### src/rtl/lfsr_prng_stream.sv
// ============================================================================
// Module   : lfsr_prng_stream
// Brief    : Parametrised Fibonacci LFSR emitting one word per STEPS shifts over a
//            valid/ready stream, with runtime reseed, zero-seed substitution and period-wrap flag.
// Revision : 1.0
// ============================================================================
`default_nettype none

module lfsr_prng_stream #(
    parameter int               WIDTH = 8,
    parameter logic [WIDTH-1:0] TAPS  = 8'hB8,
    parameter logic [WIDTH-1:0] SEED  = 8'hAA,
    parameter int               STEPS = 1
) (
    input  logic             clk,
    input  logic             rst_n,
    input  logic             i_en,
    input  logic             i_load,
    input  logic [WIDTH-1:0] i_seed_in,
    input  logic             i_out_ready,
    output logic             o_out_valid,
    output logic [WIDTH-1:0] o_random,
    output logic             o_lockup,
    output logic             o_period_wrap
);

    localparam int               C_CNT_W     = $clog2(STEPS + 1);
    localparam logic [C_CNT_W-1:0] C_CNT_LAST = C_CNT_W'(STEPS - 1);
    localparam logic [WIDTH-1:0] C_ONE       = WIDTH'(1);
    localparam logic [WIDTH-1:0] C_SEED_SAFE = (SEED == '0) ? C_ONE : SEED;

    generate
        if (WIDTH < 3 || WIDTH > 32) begin : g_bad_width
            $error("lfsr_prng_stream: WIDTH must be 3..32");
        end
        if (STEPS < 1 || STEPS > WIDTH) begin : g_bad_steps
            $error("lfsr_prng_stream: STEPS must be 1..WIDTH");
        end
    endgenerate

    typedef enum logic [0:0] {
        S_FILL = 1'b0,
        S_HOLD = 1'b1
    } state_t;

    state_t             r_state;
    logic [WIDTH-1:0]   r_q;
    logic [WIDTH-1:0]   r_seed;
    logic [C_CNT_W-1:0] r_cnt;
    logic               r_valid;
    logic [WIDTH-1:0]   r_random;
    logic               r_lockup;
    logic               r_wrap;

    logic               w_fb;
    logic [WIDTH-1:0]   w_q_next;
    logic               w_seed_zero;
    logic [WIDTH-1:0]   w_seed_safe;

    assign w_fb        = ^(r_q & TAPS);
    assign w_q_next    = {r_q[WIDTH-2:0], w_fb};
    assign w_seed_zero = (i_seed_in == '0);
    assign w_seed_safe = w_seed_zero ? C_ONE : i_seed_in;

    // Reseed wins over fill/hold; a word accepted on the same edge is simply gone either way.
    always_ff @(posedge clk or negedge rst_n) begin
        if (!rst_n) begin
            r_state  <= S_FILL;
            r_q      <= C_SEED_SAFE;
            r_seed   <= C_SEED_SAFE;
            r_cnt    <= '0;
            r_valid  <= 1'b0;
            r_random <= '0;
            r_lockup <= 1'b0;
            r_wrap   <= 1'b0;
        end else begin
            r_lockup <= 1'b0;
            r_wrap   <= 1'b0;
            if (i_load) begin
                r_q      <= w_seed_safe;
                r_seed   <= w_seed_safe;
                r_cnt    <= '0;
                r_valid  <= 1'b0;
                r_state  <= S_FILL;
                r_lockup <= w_seed_zero;
            end else begin
                case (r_state)
                    S_FILL: begin
                        if (i_en) begin
                            r_q    <= w_q_next;
                            r_wrap <= (w_q_next == r_seed);
                            if (r_cnt == C_CNT_LAST) begin
                                r_cnt    <= '0;
                                r_random <= w_q_next;
                                r_valid  <= 1'b1;
                                r_state  <= S_HOLD;
                            end else begin
                                r_cnt <= r_cnt + 1'b1;
                            end
                        end
                    end
                    S_HOLD: begin
                        if (i_out_ready) begin
                            r_valid <= 1'b0;
                            r_state <= S_FILL;
                        end
                    end
                    default: r_state <= S_FILL;
                endcase
            end
        end
    end

    assign o_out_valid   = r_valid;
    assign o_random      = r_random;
    assign o_lockup      = r_lockup;
    assign o_period_wrap = r_wrap;

endmodule

`default_nettype wire

### config.mk
export PLATFORM = sky130hd
export DESIGN_NAME = lfsr_prng_stream
export DESIGN_NICKNAME = d
export VERILOG_FILES = /design/src/rtl/lfsr_prng_stream.sv
export SDC_FILE = /design/constraint.sdc
export NUM_CORES = 1
export LEC_CHECK = 0
export ABC_AREA = 1
export CAP_MARGIN = 30
export CORE_MARGIN = 4
export CORE_UTILIZATION = 44
export DETAILED_ROUTE_END_ITERATION = 8
export PLACE_DENSITY = 0.72
export SYNTH_ARGS = -nofsm -noshare
export SYNTH_HDL_FRONTEND = slang
export SYNTH_SLANG_ARGS = --single-unit
### constraint.sdc
create_clock -name clk -period 1.2 [get_ports clk]
set_input_delay 0.3 -clock clk [delete_from_list [all_inputs] [get_ports clk]]
set_output_delay 0.3 -clock clk [all_outputs]
set_load 0.05 [all_outputs]
# Word-level counts from Yosys, hierarchy flattened
# Cells that the tools add are included.
# W data, S select, Z words.
[word_totals]
register_bits = 29
out_inout_bits = 11
inputBits = 13
word_cells = 45
[classes]
bitwise_logic = 3
n_reduce_logical = 6
add_sub_neg = 1
n_mux = 22
n_eq_ne = 5
[op_table]
columns = ["operator", "n"]
rows = [
  ["$mux W8", 4],
  ["$mux W1", 16],
  ["$ne A3 B3 Y1 const B", 3],
  ["$eq A8 B8 Y1", 1],
  ["$logic_not A8 Y1", 1],
  ["$reduce_xor A8 Y1", 1],
  ["$pmux W1 S2", 2],
  ["$reduce_and A4 Y1", 1],
  ["$not A1 Y1", 3],
  ["$reduce_and A3 Y1", 1],
  ["$ne A2 B2 Y1 const B", 1],
  ["$reduce_and A2 Y1", 1],
  ["$reduce_bool A2 Y1", 1],
  ["$add A1 B1 Y1 const B", 1],
]

# Longest topological paths before layout
[depth]
word_depth = 5
ltp_mapped = 9
depth_no_buf = 9

# Worst setup path before layout
# No wires, ideal clock.
[synth_path]
path_type = "register -> register"
startpoint = "reg r_state"
endpoint = "reg r_random[0], in the netlist o_random[0]"
path_buffers = 1
path_stages_with_launch = 8
slack_ns = 0.020
setup_ns = 0.118
arrival_time_ns = 1.062
path_cell_list = "dfrtp_1 > inv_1 > nand2_1 > nor2_2 > inv_1 > buf_4 > nand2_1 > nand2_1"
[synth_via]
elab_chain_len = 2
[synth_rtl]
columns = ["item", "line", "rtl"]
rows = [
  ["start, declared", "46", "state_t r_state;"],
  ["start signal, assigned", "68", "r_state <= S_FILL;"],
  ["start signal, assigned", "84", "r_state <= S_FILL;"],
  ["start signal, assigned", "96", "r_state <= S_HOLD;"],
  ["$not A1 Y1 (no source line)", "--", ""],
  ["$reduce_and A4 Y1 (no source line)", "--", ""],
  ["end signal, assigned", "94", "r_random <= w_q_next;"],
  ["end, declared", "51", "logic [WIDTH-1:0] r_random;"],
]
# Every way passes these cells.
# A chain may end at the register's enable or synchronous reset.

# Worst setup path in the final report
[layout_path]
startpoint = "reg r_random[6], in the netlist o_random[6]"
endpoint = "out o_random[6]"
[layout_lines]
columns = ["item", "line", "rtl"]
rows = [
  ["end, declared", "22", "output logic [WIDTH-1:0] o_random,"],
]
# No word-level cell between the ends.

==> results.sh <==
export IMPL_power_density_nw_per_um2=1390
export IMPL_final_nets=204
export IMPL_gp_congestion=0.8149
export IMPL_cts_tree="yes"
export IMPL_arrival_ns=0.93
export IMPL_clk_latency_ns=0.32
export IMPL_portBuffers=23
export IMPL_clockRootBuffer="clkbuf_4"
export IMPL_fin_hold_ws_ns=0.3066
export IMPL_core_um2=2734
export IMPL_hold_viol=0
export IMPL_rows=19
export IMPL_slew_headroom=0.8458
export IMPL_ys_ff_latch=28
export IMPL_wl_um=2720
export IMPL_track_usage=0.1683
export IMPL_die_area_um2=3738
export IMPL_via_count=1104
export IMPL_yosys_warnings=0
export IMPL_critPathBufInv=1
export IMPL_status="finished with violations"
export IMPL_synth_cells=148
export IMPL_critPathRequiredTime_ns=0.90
export IMPL_firstDrtPassIters=4
export IMPL_violations="negative setup slack"
export IMPL_antenna_cells=0
export IMPL_synth_cell_types=19
export IMPL_cts_sinks=28
export IMPL_worst_ir_drop_vdd_uv=886.5
export IMPL_cts_buffers=3
export IMPL_place_area_um2=1735
export IMPL_synth_nets=161
export IMPL_htreeDepth=1
export IMPL_clockBufferDepth=2
export IMPL_drv_slew=0
export IMPL_rsz0062_at_grt="yes"
export IMPL_grt_max_degree=29
export IMPL_drive_gt1_frac=0.2646
export IMPL_fin_ws_ns=-0.03185
export IMPL_postCtsHoldBufs=0
export IMPL_rrSetupSlack_ns=-0.03
export IMPL_setup_violations=13
export IMPL_final_common_cell="nand2_1"
export IMPL_syn_area_um2=1242
export IMPL_period_needed_ns=1.232
export IMPL_finClkSkew_ns=0.004239
export IMPL_first_global_vias=1109
export IMPL_grt_pass1_wl_um=4657
export IMPL_globalRouteOverflowTotal=0
export IMPL_cp_slowest_stage_delay_ns=0.45
export IMPL_worst_pin_slew_ns=0.2313
export IMPL_antenna_found_initial=0
export IMPL_maxClockFrequency_mhz=811.8
export IMPL_dpl_hpwl_um=2136
export IMPL_die_h_um=61.14
export IMPL_crit_path_end_kind="output pin"
export IMPL_path_max_fanout=2
export IMPL_clk_pin_slew_ns=0.14
export IMPL_period_share=1.027
export IMPL_drtIter0Drc=32
export IMPL_layout_common_cells="64 x nand2_1, 20 x dfrtp_1, 14 x buf_4"
export IMPL_slowest_stage="dfrtp_1"
export IMPL_initial_core_util=0.4545
export IMPL_min_path_type="in2async"
export IMPL_antenna_left=0
export IMPL_cap_viol_max_count=0
export IMPL_die_w_um=61.14
export IMPL_cp_top_family="flip-flops"
export IMPL_io_pins=24
export IMPL_avgSynthCellArea_um2=8.395
export IMPL_design_area_um2=1794
export IMPL_detail_route_vias_per_cell=5.018
export IMPL_ys_seq_area_frac=0.5720
export IMPL_crit_chain="buf_12"
export IMPL_crit_path_start_kind="flip-flop"
export IMPL_drcViolationCount=0
export IMPL_leakage_uw=0.0009067
export IMPL_wire_per_inst_um=12.36
export IMPL_worstSetupPathType="reg2out"
export IMPL_area_growth_pct=44.41
per-layer routing:
layer  vias to the layer above  part of all wire  track usage  routed length [um]
met3                         8             0.047      0.02725                 127
li1                        540                 -            -                   -
met2                        31              0.49       0.2840                1342
met4                         0             0.026      0.08669                  70
met1                       525              0.43       0.2069                1180
met5                         -                 0            0                   0
logic make-up (layout without fill, tap and decap cells):
kind of cell,Yosys count,in the layout,synth area share
and+or+nand+nor,85,85,0.2679
AOI/OAI and AO/OA,11,11,0.06043
DFF,28,28,0.5720
buffers and inverters,18,59,0.05740
xor gates and xnor gates,6,6,0.04230
worst paths after layout:
path | to | cells past startpoint | from
worst max-delay path | o_random[6] | 1 | o_random[6]$_DFFE_PN0P_
worst min-delay path | o_random[5]$_DFFE_PN0P_ | 2 | rst_n
worst max register to register | o_period_wrap$_DFF_PN0_ | 5 | r_q[3]$_DFFE_PN1P_
worst min register to register | r_seed[1]$_DFFE_PN1P_ | 2 | r_seed[1]$_DFFE_PN1P_
max in group asynchronous | r_q[7]$_DFFE_PN1P_ | 2 | rst_n
min in group clk | r_seed[1]$_DFFE_PN1P_ | 2 | r_seed[1]$_DFFE_PN1P_
Yosys cell counts, drive strengths merged:
| cell type | n | area share |
|---|---|---|
| xnor2 | 4 | 0.028 |
| o211ai | 4 | 0.024 |
| nand4 | 1 | 0.0050 |
| inv | 16 | 0.048 |
| nand2 | 68 | 0.21 |
| nor2 | 11 | 0.037 |
| o221ai | 1 | 0.0071 |
| nand3 | 4 | 0.016 |
| dfstp | 8 | 0.17 |
| clkbuf | 1 | 0.0030 |
| dfrtp | 20 | 0.40 |
| o31ai | 1 | 0.0060 |
| xor2 | 2 | 0.014 |
| nor3 | 1 | 0.0040 |
| buf | 1 | 0.0060 |
| o21ai | 5 | 0.023 |
area by class of cell:
cell class | count | area, um^2
Sequential cell | 28 | 710.7
Inverter | 16 | 60.06
Timing Repair Buffer | 40 | 486.7
Multi-Input combinational cell | 102 | 475.5
Clock buffer | 3 | 22.52
Fill cell | 213 | 939.7
Tap cell | 31 | 38.79
flip-flops by register name (all words and copies together), names as in the netlist:
signal / flops
o_random: 8
r_q: 8
r_seed: 8
o_lockup: 1
o_out_valid: 1
o_period_wrap: 1
r_state: 1
what timing repair did:
item | CTS | global route
setup endpoints to repair | 20 | 27
pin swaps | 3 | 1
gates resized for setup | 6 | 6
endpoints found under the hold margin | 0 | 0
buffers inserted | 2 | 0
metrics by stage:
stage	setup TNS [ns]	power, uW	cells	setup slack (ns)	utilization
after CTS	-0.3868	2501	220	-0.04171	0.6513
after floorplan	0	1623	148	0.02004	-
after global routing	-0.9335	2631	220	-0.1137	0.6563
final	-0.2690	2494	220	-0.03185	0.6563
after detailed placement	-6.674	2100	215	-0.3709	0.6348
after global placement	-4.990	2082	215	-0.3363	0.6348
power breakdown:
part | total, uW | switching, uW | internal (uW)
Clock | 385 | 267 | 118
Sequential | 1210 | 122 | 1090
Combinational | 901 | 467 | 434
Note: power is estimated with default switching activity, not from simulation.
